[config.mk]
export PLATFORM = sky130hd
export DESIGN_NAME = uart_tx_peripheral_flat
export DESIGN_NICKNAME = d
export VERILOG_FILES = /design/src/rtl/uart_tx_peripheral_if.sv /design/src/rtl/uart_tx_peripheral.sv /design/src/flat_wrapper.sv
export SDC_FILE = /design/constraint.sdc
export NUM_CORES = 1
export LEC_CHECK = 0
export ABC_AREA = 1
export BUFFER_PORTS_ARGS = -buffer_cell sky130_fd_sc_hd__buf_2
export CORE_MARGIN = 4
export CORE_UTILIZATION = 57
export CTS_BUF_LIST = sky130_fd_sc_hd__clkbuf_8
export DETAILED_ROUTE_END_ITERATION = 7
export GPL_TIMING_DRIVEN = 0
export PLACE_DENSITY = 0.82
export SETUP_SLACK_MARGIN = 0.3
export SKIP_CTS_REPAIR_TIMING = 1
export SLEW_MARGIN = 20
export SYNTH_ARGS = -nofsm -noshare
export SYNTH_HDL_FRONTEND = slang
export SYNTH_SLANG_ARGS = --single-unit
[constraint.sdc]
create_clock -name clk24 -period 3.5 [get_ports clk24]
set_clock_uncertainty 0.05 [all_clocks]
set_input_delay 0.175 -clock clk24 [delete_from_list [all_inputs] [get_ports clk24]]
set_output_delay 0.175 -clock clk24 [all_outputs]
set_load 0.02 [all_outputs]
[src/rtl/uart_tx_peripheral_if.sv]
// Core data-bus port of the UART transmitter peripheral.
// The core is the master and the peripheral is the slave; the serial line is carried here as well.
interface uart_tx_peripheral_if;
  logic [31:0] memory_address;
  logic [31:0] memory_write_value;
  logic [2:0]  memory_write_sections;
  logic [31:0] read_value;
  logic        read_hit;
  logic        uart_tx;

  modport master (
    output memory_address,
    output memory_write_value,
    output memory_write_sections,
    input  read_value,
    input  read_hit,
    input  uart_tx
  );

  modport slave (
    input  memory_address,
    input  memory_write_value,
    input  memory_write_sections,
    output read_value,
    output read_hit,
    output uart_tx
  );
endinterface

[src/rtl/uart_tx_peripheral.sv]
// Memory-mapped 8N1 UART transmitter: stores to DATA queue bytes in a FIFO, STATUS reports
// FIFO level, sticky overflow and busy; read data is registered one cycle behind the address.
module uart_tx_peripheral #(
  parameter logic [31:0] BASE_ADDRESS = 32'h8000_0014,
  parameter int unsigned CLKS_PER_BIT = 208,
  parameter int unsigned FIFO_DEPTH   = 8
) (
  input  logic                 clk24,
  input  logic                 reset,
  uart_tx_peripheral_if.slave  bus
);
  localparam int unsigned PTR_W  = $clog2(FIFO_DEPTH);
  localparam int unsigned CNT_W  = $clog2(FIFO_DEPTH + 1);
  localparam int unsigned BAUD_W = $clog2(CLKS_PER_BIT);
  localparam logic [CNT_W-1:0]  DEPTH_C     = CNT_W'(FIFO_DEPTH);
  localparam logic [BAUD_W-1:0] BAUD_LAST   = BAUD_W'(CLKS_PER_BIT - 1);
  localparam logic [29:0]       DATA_WORD   = BASE_ADDRESS[31:2];
  localparam logic [29:0]       STATUS_WORD = BASE_ADDRESS[31:2] + 30'd1;

  typedef enum logic [1:0] {
    S_IDLE  = 2'd0,
    S_START = 2'd1,
    S_DATA  = 2'd2,
    S_STOP  = 2'd3
  } state_t;

  logic [7:0]        r_mem [FIFO_DEPTH];
  logic [PTR_W-1:0]  r_wr_ptr;
  logic [PTR_W-1:0]  r_rd_ptr;
  logic [CNT_W-1:0]  r_count;
  logic              r_overflow;
  state_t            r_state;
  state_t            w_state_next;
  logic [BAUD_W-1:0] r_baud;
  logic [BAUD_W-1:0] w_baud_next;
  logic [2:0]        r_bit_idx;
  logic [2:0]        w_bit_idx_next;
  logic [7:0]        r_shift;
  logic [7:0]        w_shift_next;
  logic              r_tx;
  logic              w_tx_next;
  logic [31:0]       r_read_value;
  logic              r_read_hit;

  logic              w_is_data;
  logic              w_is_status;
  logic              w_push_req;
  logic              w_push_ok;
  logic              w_pop;
  logic              w_clear_ovf;
  logic              w_empty;
  logic              w_full;
  logic              w_busy;
  logic              w_baud_last;
  logic [7:0]        w_head;
  logic [31:0]       w_status_word;

  assign w_is_data     = (bus.memory_address[31:2] == DATA_WORD);
  assign w_is_status   = (bus.memory_address[31:2] == STATUS_WORD);
  assign w_push_req    = w_is_data && bus.memory_write_sections[0];
  assign w_clear_ovf   = w_is_status && bus.memory_write_sections[0] && bus.memory_write_value[3];
  assign w_empty       = (r_count == {CNT_W{1'b0}});
  assign w_full        = (r_count == DEPTH_C);
  // A full FIFO still takes a byte when the transmitter frees a slot in the same cycle.
  assign w_push_ok     = w_push_req && (!w_full || w_pop);
  assign w_busy        = (r_state != S_IDLE);
  assign w_baud_last   = (r_baud == BAUD_LAST);
  assign w_head        = r_mem[r_rd_ptr];
  assign w_status_word = {16'h0000, 8'(r_count), 4'h0, r_overflow, w_busy, w_empty, w_full};

  assign bus.read_value = r_read_value;
  assign bus.read_hit   = r_read_hit;
  assign bus.uart_tx    = r_tx;

  // FIFO storage; contents need no reset because the count gates every read.
  always_ff @(posedge clk24) begin
    if (w_push_ok) begin
      r_mem[r_wr_ptr] <= bus.memory_write_value[7:0];
    end
  end

  // FIFO pointers, occupancy and sticky overflow flag.
  always_ff @(posedge clk24 or posedge reset) begin
    if (reset) begin
      r_wr_ptr   <= {PTR_W{1'b0}};
      r_rd_ptr   <= {PTR_W{1'b0}};
      r_count    <= {CNT_W{1'b0}};
      r_overflow <= 1'b0;
    end else begin
      if (w_push_ok) begin
        r_wr_ptr <= r_wr_ptr + PTR_W'(1);
      end
      if (w_pop) begin
        r_rd_ptr <= r_rd_ptr + PTR_W'(1);
      end
      if (w_push_ok && !w_pop) begin
        r_count <= r_count + CNT_W'(1);
      end else if (w_pop && !w_push_ok) begin
        r_count <= r_count - CNT_W'(1);
      end
      if (w_push_req && !w_push_ok) begin
        r_overflow <= 1'b1;
      end else if (w_clear_ovf) begin
        r_overflow <= 1'b0;
      end
    end
  end

  // Registered read port, one cycle behind the address like block RAM.
  always_ff @(posedge clk24 or posedge reset) begin
    if (reset) begin
      r_read_value <= 32'h0000_0000;
      r_read_hit   <= 1'b0;
    end else begin
      r_read_hit   <= w_is_data || w_is_status;
      r_read_value <= w_is_status ? w_status_word : 32'h0000_0000;
    end
  end

  // Transmitter next-state logic; STOP hands straight over to START when more bytes wait.
  always_comb begin
    w_state_next   = r_state;
    w_baud_next    = r_baud;
    w_bit_idx_next = r_bit_idx;
    w_shift_next   = r_shift;
    w_pop          = 1'b0;
    case (r_state)
      S_IDLE: begin
        if (!w_empty) begin
          w_pop        = 1'b1;
          w_shift_next = w_head;
          w_baud_next  = {BAUD_W{1'b0}};
          w_state_next = S_START;
        end else begin
          w_state_next = S_IDLE;
        end
      end
      S_START: begin
        if (w_baud_last) begin
          w_baud_next    = {BAUD_W{1'b0}};
          w_bit_idx_next = 3'd0;
          w_state_next   = S_DATA;
        end else begin
          w_baud_next = r_baud + BAUD_W'(1);
        end
      end
      S_DATA: begin
        if (w_baud_last) begin
          w_baud_next = {BAUD_W{1'b0}};
          if (r_bit_idx == 3'd7) begin
            w_state_next = S_STOP;
          end else begin
            w_bit_idx_next = r_bit_idx + 3'd1;
            w_shift_next   = {1'b0, r_shift[7:1]};
          end
        end else begin
          w_baud_next = r_baud + BAUD_W'(1);
        end
      end
      S_STOP: begin
        if (w_baud_last) begin
          w_baud_next = {BAUD_W{1'b0}};
          if (!w_empty) begin
            w_pop        = 1'b1;
            w_shift_next = w_head;
            w_state_next = S_START;
          end else begin
            w_state_next = S_IDLE;
          end
        end else begin
          w_baud_next = r_baud + BAUD_W'(1);
        end
      end
      default: begin
        w_state_next = S_IDLE;
      end
    endcase
  end

  // Line level follows the current state and is registered so the pin never glitches.
  always_comb begin
    w_tx_next = 1'b1;
    case (r_state)
      S_IDLE:  w_tx_next = 1'b1;
      S_START: w_tx_next = 1'b0;
      S_DATA:  w_tx_next = r_shift[0];
      S_STOP:  w_tx_next = 1'b1;
      default: w_tx_next = 1'b1;
    endcase
  end

  // Transmitter state registers; reset drops the line high straight away.
  always_ff @(posedge clk24 or posedge reset) begin
    if (reset) begin
      r_state   <= S_IDLE;
      r_baud    <= {BAUD_W{1'b0}};
      r_bit_idx <= 3'd0;
      r_shift   <= 8'h00;
      r_tx      <= 1'b1;
    end else begin
      r_state   <= w_state_next;
      r_baud    <= w_baud_next;
      r_bit_idx <= w_bit_idx_next;
      r_shift   <= w_shift_next;
      r_tx      <= w_tx_next;
    end
  end
endmodule

[src/flat_wrapper.sv]
// flat-port wrapper written by rule: the top's interface ports become plain ports
module uart_tx_peripheral_flat 
#(
  parameter logic [31:0] BASE_ADDRESS = 32'h8000_0014,
  parameter int unsigned CLKS_PER_BIT = 208,
  parameter int unsigned FIFO_DEPTH   = 8
)
  (clk24, reset, bus_memory_address, bus_memory_write_value, bus_memory_write_sections, bus_read_value, bus_read_hit, bus_uart_tx);
  uart_tx_peripheral_if bus_i ();
  input  logic clk24;
  input  logic reset;
  input wire logic [$bits(bus_i.memory_address)-1:0] bus_memory_address;
  input wire logic [$bits(bus_i.memory_write_value)-1:0] bus_memory_write_value;
  input wire logic [$bits(bus_i.memory_write_sections)-1:0] bus_memory_write_sections;
  output wire logic [$bits(bus_i.read_value)-1:0] bus_read_value;
  output wire logic [$bits(bus_i.read_hit)-1:0] bus_read_hit;
  output wire logic [$bits(bus_i.uart_tx)-1:0] bus_uart_tx;
  assign bus_i.memory_address = bus_memory_address;
  assign bus_i.memory_write_value = bus_memory_write_value;
  assign bus_i.memory_write_sections = bus_memory_write_sections;
  assign bus_read_value = bus_i.read_value;
  assign bus_read_hit = bus_i.read_hit;
  assign bus_uart_tx = bus_i.uart_tx;
  uart_tx_peripheral #(.BASE_ADDRESS(BASE_ADDRESS), .CLKS_PER_BIT(CLKS_PER_BIT), .FIFO_DEPTH(FIFO_DEPTH)) u_core (.clk24(clk24), .reset(reset), .bus(bus_i));
endmodule
After elaboration in Yosys (flattened, before gate mapping)
Memory sizes are Yosys's and may differ from the RTL's.
Cells that the tools add are included.
{"block": "totals", "ff_bits": 66, "ram_bits": 64, "inputBits": 69, "out_inout_bits": 34, "elab_cells": 85, "memories": 1}
{"name": "u_core.r_mem", "words": 8, "word_bits": 8, "rd": 1, "rd_ports_with_merged_regs": 0, "wr": 1, "line": "uart_tx_peripheral.sv:27", "text": "logic [7:0] r_mem [FIFO_DEPTH];"}
{"block": "classes", "n_addsub": 6, "n_eq_ne": 14, "muxes": 29, "reduce_logical": 24}
{"operator": "equality test 30 bit, second input constant", "count": 2}
{"operator": "two-way mux 8 bit", "count": 6}
{"operator": "case mux 8 bit (3 select lines)", "count": 1}
{"operator": "case mux 8 bit (2 select lines)", "count": 1}
{"operator": "two-way mux 12 bit", "count": 1}
{"operator": "AND reduction 4 bit", "count": 3}
{"operator": "adder 3 x 1 -> 3 bit, second input constant", "count": 3}
{"operator": "two-way mux 3 bit", "count": 3}
{"operator": "adder 8 x 1 -> 8 bit, second input constant", "count": 1}
{"operator": "equality test 8 bit, second input constant", "count": 1}
{"operator": "two-way mux 2 bit", "count": 4}
{"operator": "two-way mux 4 bit", "count": 2}
{"operator": "inequality test 2 x 1 -> 1 bit, second input constant", "count": 4}
{"operator": "case mux 2 bit (4 select lines)", "count": 1}
{"operator": "nonzero test 2 bit", "count": 4}
{"operator": "logical AND 1 bit", "count": 7}
{"operator": "two-way mux 1 bit", "count": 7}
{"operator": "case mux 3 bit (2 select lines)", "count": 1}
{"operator": "adder 4 x 1 -> 4 bit, second input constant", "count": 1}
{"operator": "equality test 2 bit, second input constant", "count": 2}
{"operator": "equality test 4 bit, second input constant", "count": 1}
{"operator": "logical NOT 4 bit", "count": 1}
{"operator": "inequality test 2 bit, second input constant", "count": 2}
{"operator": "subtractor 4 x 1 -> 4 bit, second input constant", "count": 1}
{"operator": "10 further kinds", "count": 13}

Longest topological paths before layout
{"block": "depth", "word_depth": 10, "mapped_depth": 17, "ltp_nobuf": 17}

Worst setup path before layout
Ideal clock, no wire load.
{"block": "synth_path", "path_type": "reg2reg", "startpoint": "reg u_core.r_state[0]", "endpoint": "reg u_core.r_count[3]", "setup_time_ns": 0.131, "t_arrival_ns": 2.425, "required_time_ns": 3.319, "slack_ns": 0.894, "path_stages_with_launch": 16, "n_path_buf": 0, "period_less_slack_ns": 2.606, "cell_sequence": "dfrtp_1 inv_1 ha_1 nor2_4 nand2_4 nand2_4 inv_1 nor3_1 ha_1 inv_1 ha_1 a21oi_1 nand2_1 a21oi_1 o21ai_0 xor2_1"}
{"block": "synth_between", "elab_chain_cells": 7, "elab_cells_between_ends": 11, "classes_between": "eq/ne (1); mux (2); reduce/logical (8)"}
{"item": "from (decl)", "line": "uart_tx_peripheral.sv:32", "text": "state_t r_state;"}
{"item": "from (signal assigned)", "line": "uart_tx_peripheral.sv:201", "text": "r_state <= w_state_next;"}
{"item": "equality test 2 bit or logical NOT 2 bit (tied branches)", "line": "uart_tx_peripheral.sv:127", "text": "case (r_state)"}
{"item": "case mux 1 bit (2 select lines) *", "line": "uart_tx_peripheral.sv:127"}
{"item": "logical OR 1 bit *", "line": "uart_tx_peripheral.sv:65", "text": "assign w_push_ok = w_push_req && (!w_full || w_pop);"}
{"item": "logical AND 1 bit *", "line": "uart_tx_peripheral.sv:65"}
{"item": "named net u_core.w_push_ok", "line": "uart_tx_peripheral.sv:48", "text": "logic w_push_ok;"}
{"item": "logical NOT 1 bit", "line": "uart_tx_peripheral.sv:98", "text": "end else if (w_pop && !w_push_ok) begin"}
{"item": "logical AND 1 bit", "line": "uart_tx_peripheral.sv:98"}
{"item": "nonzero test 2 bit (no source line)"}
{"item": "to (signal assigned)", "line": "uart_tx_peripheral.sv:87", "text": "r_count <= {CNT_W{1'b0}};"}
{"item": "to (signal assigned)", "line": "uart_tx_peripheral.sv:97", "text": "r_count <= r_count + CNT_W'(1);"}
{"item": "to (signal assigned)", "line": "uart_tx_peripheral.sv:99", "text": "r_count <= r_count - CNT_W'(1);"}
{"item": "to (decl)", "line": "uart_tx_peripheral.sv:30", "text": "logic [CNT_W-1:0] r_count;"}
Mark *: on every way through the listed nets, which the timed path passes. The rest lies on a longest branch.
A chain may end at the register's enable or synchronous reset.

Worst setup path after layout
{"block": "layout_path", "startpoint": "reg u_core.r_state[1]", "endpoint": "reg u_core.r_count[3]"}
Same word-level chain as after synthesis.

==> impl_metrics.ini <==
[sta]
timing.hold.ws_ns = 0.00399
maxSlewViolCount = 0
worst_pin_slew_ns = 0.927
clock.fmax_mhz = 338
fin_crit_sh_pct = 84.5
setup_viol = 0
fin_setup_tns_ns = 0
rsz0062_at_grt = false
hold_viol = 0
period_needed_ns = 2.96
slew_headroom_pct = 38.0

[logic_synthesis]
async_flop_share_pct = 39.6
syn_area_per_cell_um2 = 9.45
ys_seq_area_share_pct = 57.0
synth_seq_cells = 106
ys.flop_type = edfxtp_1
synth_edf_count = 64
ys.warnings.count = 0
synthDominantCellAreaShare_pct = 36.8
synth_cell_types = 36
syn_inst = 552
syn_area_um2 = 5220
synth_top_area_cell = edfxtp_1
synthTopCellsByArea = edfxtp_1 37%, dfrtp_1 20%, nand2_1 12%

[routing]
vias_per_cell = 5.14
firstDrtPassIters = 5
routedWlPerCell_um = 13.8
wirelength_mm = 10.4
drc = 0
final_antenna_net_count = 0
drt_iter0_markers = 319
via_count = 3867

[cts]
htree_num_levels = 3
path_clk_slew_ns = 0.11
cts_made_buffers = 9
cts_sinks = 106
clk_path_buf_depth = 2
clock_latency_ns = 0.38
cts_root_buf = clkbuf_8
cts_tree = done

[setup_path]
critPathRequiredTime_ns = 3.72
crit_fanout = 7
arrival_ns = 3.18
critPathKind = reg2reg
slowest_delay_ns = 0.42
end_kind = register
cp_cell_sequence = inv_1 -> ha_1 -> nor2_4 -> nand2_4 -> nand2_4 -> inv_1 -> nor3_1 -> ha_1 -> inv_1 -> ha_1 -> a21oi_1 -> nand2_1 -> a21oi_1 -> o21ai_0 -> xor2_1
cp_slowest_cell = dfrtp_1
cp-start-kind = register

[place]
portBuffers = 50
hpwl_mm = 7.32
gp_congestion = 0.838

[finish]
n_antenna_cell = 0
drive_above_1_share_pct = 20.8
final_core_util_pct = 67.5
nNetsFinal = 722
syn2layout_area_growth_pct = 13.9
fillers = 653

[run]
cap_violations = 0

[grt]
first_global_vias = 3761
grt_use_total_pct = 19.9
grt_max_degree = 34
grt_overflow = 0
grt_first_pass_wirelength_mm = 17.2
antenna_found_initial = 0

[hold_path]
hp-class = in2reg

[status]
outcome = finished, final reports clean

[die]
die_y_um = 104
core.rowCount = 34
boundaryPins = 103
die_x_um = 104
core-area_um2 = 8810
start_util_pct = 59.2
die_area_um2 = 10700

[power]
ir_worst_vdd_mv = 0.366
p_leak_nw = 2.80
cellPowerDensity_nw_per_um2 = 376
[worst paths after layout]
| kind | from | to | slack [ns] | cells after the start |
|---|---|---|---|---|
| hold reg to reg | u_core.r_overflow | u_core.r_overflow | 0.44 | 2 |
| max in group asynchronous | reset | u_core.bus.uart_tx | 2.68 | 4 |
| hold / removal | bus_memory_write_value[5] | u_core.r_mem[3][5] | 0.004 | 1 |
| setup reg to reg | u_core.r_state[1] | u_core.r_count[3] | 0.54 | 15 |
| setup / recovery | u_core.r_state[1] | u_core.r_count[3] | 0.54 | 15 |
| min in group asynchronous | reset | u_core.bus.read_value[3] | 0.20 | 3 |
[state kept, by name (all words and copies together), names as in the netlist, 2 cells and up]
name and cells:
u_core.r_shift 8, u_core.r_wr_ptr 3, u_core.r_mem 64, u_core.r_rd_ptr 3, u_core.r_baud 8, u_core.r_count 4, u_core.r_bit_idx 3, u_core.r_state 2
u_core.bus.read_value 8
[layout make-up]
class | instances | area [um2] | area share (%)
Inverter | 56 | 213 | 3.58
Clock buffer | 9 | 124 | 2.09
Multi-Input combinational cell | 375 | 1860 | 31.3
Tap cell | 108 | 135 | 2.27
Clock inverter | 7 | 87.6 | 1.47
Buffer | 38 | 256 | 4.32
Sequential cell | 106 | 2970 | 50.1
Timing Repair Buffer | 53 | 290 | 4.89
[through the flow]
stage | instance area, um2 | total power, mW | setup slack, ns | cells
global placement | 5690 | 1.45 | 0.683 | 733
floorplan | 5300 | 1.42 | 0.894 | 575
CTS | 5920 | 2.23 | 0.581 | 750
global route | 5940 | 2.31 | 0.321 | 752
finish | 5940 | 2.23 | 0.543 | 752
detailed placement | 5710 | 1.46 | 0.592 | 734
[synth_stat cells, types with 2 or more instances]
cell type  instances
edfxtp_1          64
nor2_2             2
nand3_2            5
o21ai_0           23
xnor2_1            2
o21bai_1           2
inv_2              5
a21oi_1           15
nand2_4            4
xor2_1             4
inv_1             49
nor2_4             4
nor2_1            40
dfrtp_1           41
nand2_1          163
ha_1              13
nand2_2            3
nand3_1           57
buf_4             27
nor3_1             4
buf_2             10
[cells by family (layout without fill, tap and decap cells)]
kind of cell	Yosys count	in the layout	synth area share (%)
DFF	106	106	57.0
other	1	24	0.0719
adders and majority gates	14	14	3.50
xor gates and xnor gates	6	6	1.01
buffers and inverters	94	163	8.99
AOI/OAI and AO/OA	44	44	4.80
and+or+nand+nor	287	287	24.6
[routing by layer]
layer  part of all wire [%]  global-route usage, %  up-vias  wire [um]
li1                       -                      -     1917          -
met1                     40                   24.2     1758       4150
met2                     49                   34.9      164       5120
met3                    8.1                   4.35       28        835
met4                    2.5                   7.22        0        255
met5                      0                      0        -          0
[placed cells by master, fill, tap and decap left out, drive strengths merged, types with 2 or more instances in the layout]
master,n
xnor2,2
nor2,47
buf,88
nor3,4
xor2,4
o21ai,25
edfxtp,64
dfrtp,41
o21bai,2
conb,24
dlygate4sd3,2
inv,61
nand3,62
a21oi,16
nand2,170
clkbuf,10
ha,13
[worst max-delay path, delay by kind of cell, from the launching register on]
kind	cells	cell delay, ns
adder cells (fa/ha/maj)	3	0.91
XOR/XNOR	1	0.15
buffers and inverters	3	0.27
AND/OR/NAND/NOR	5	0.65
AO/OA/AOI/OAI	3	0.40
flip-flops	1	0.42
[power breakdown]
group / total, mW / internal [mW] / switching, mW
combinational: 0.104 / 0.0432 / 0.0611
clock: 0.801 / 0.351 / 0.449
sequential: 1.33 / 1.33 / 0.00000000435
total: 2.23 / 1.72 / 0.511
Power figures use the tool's default switching activity.
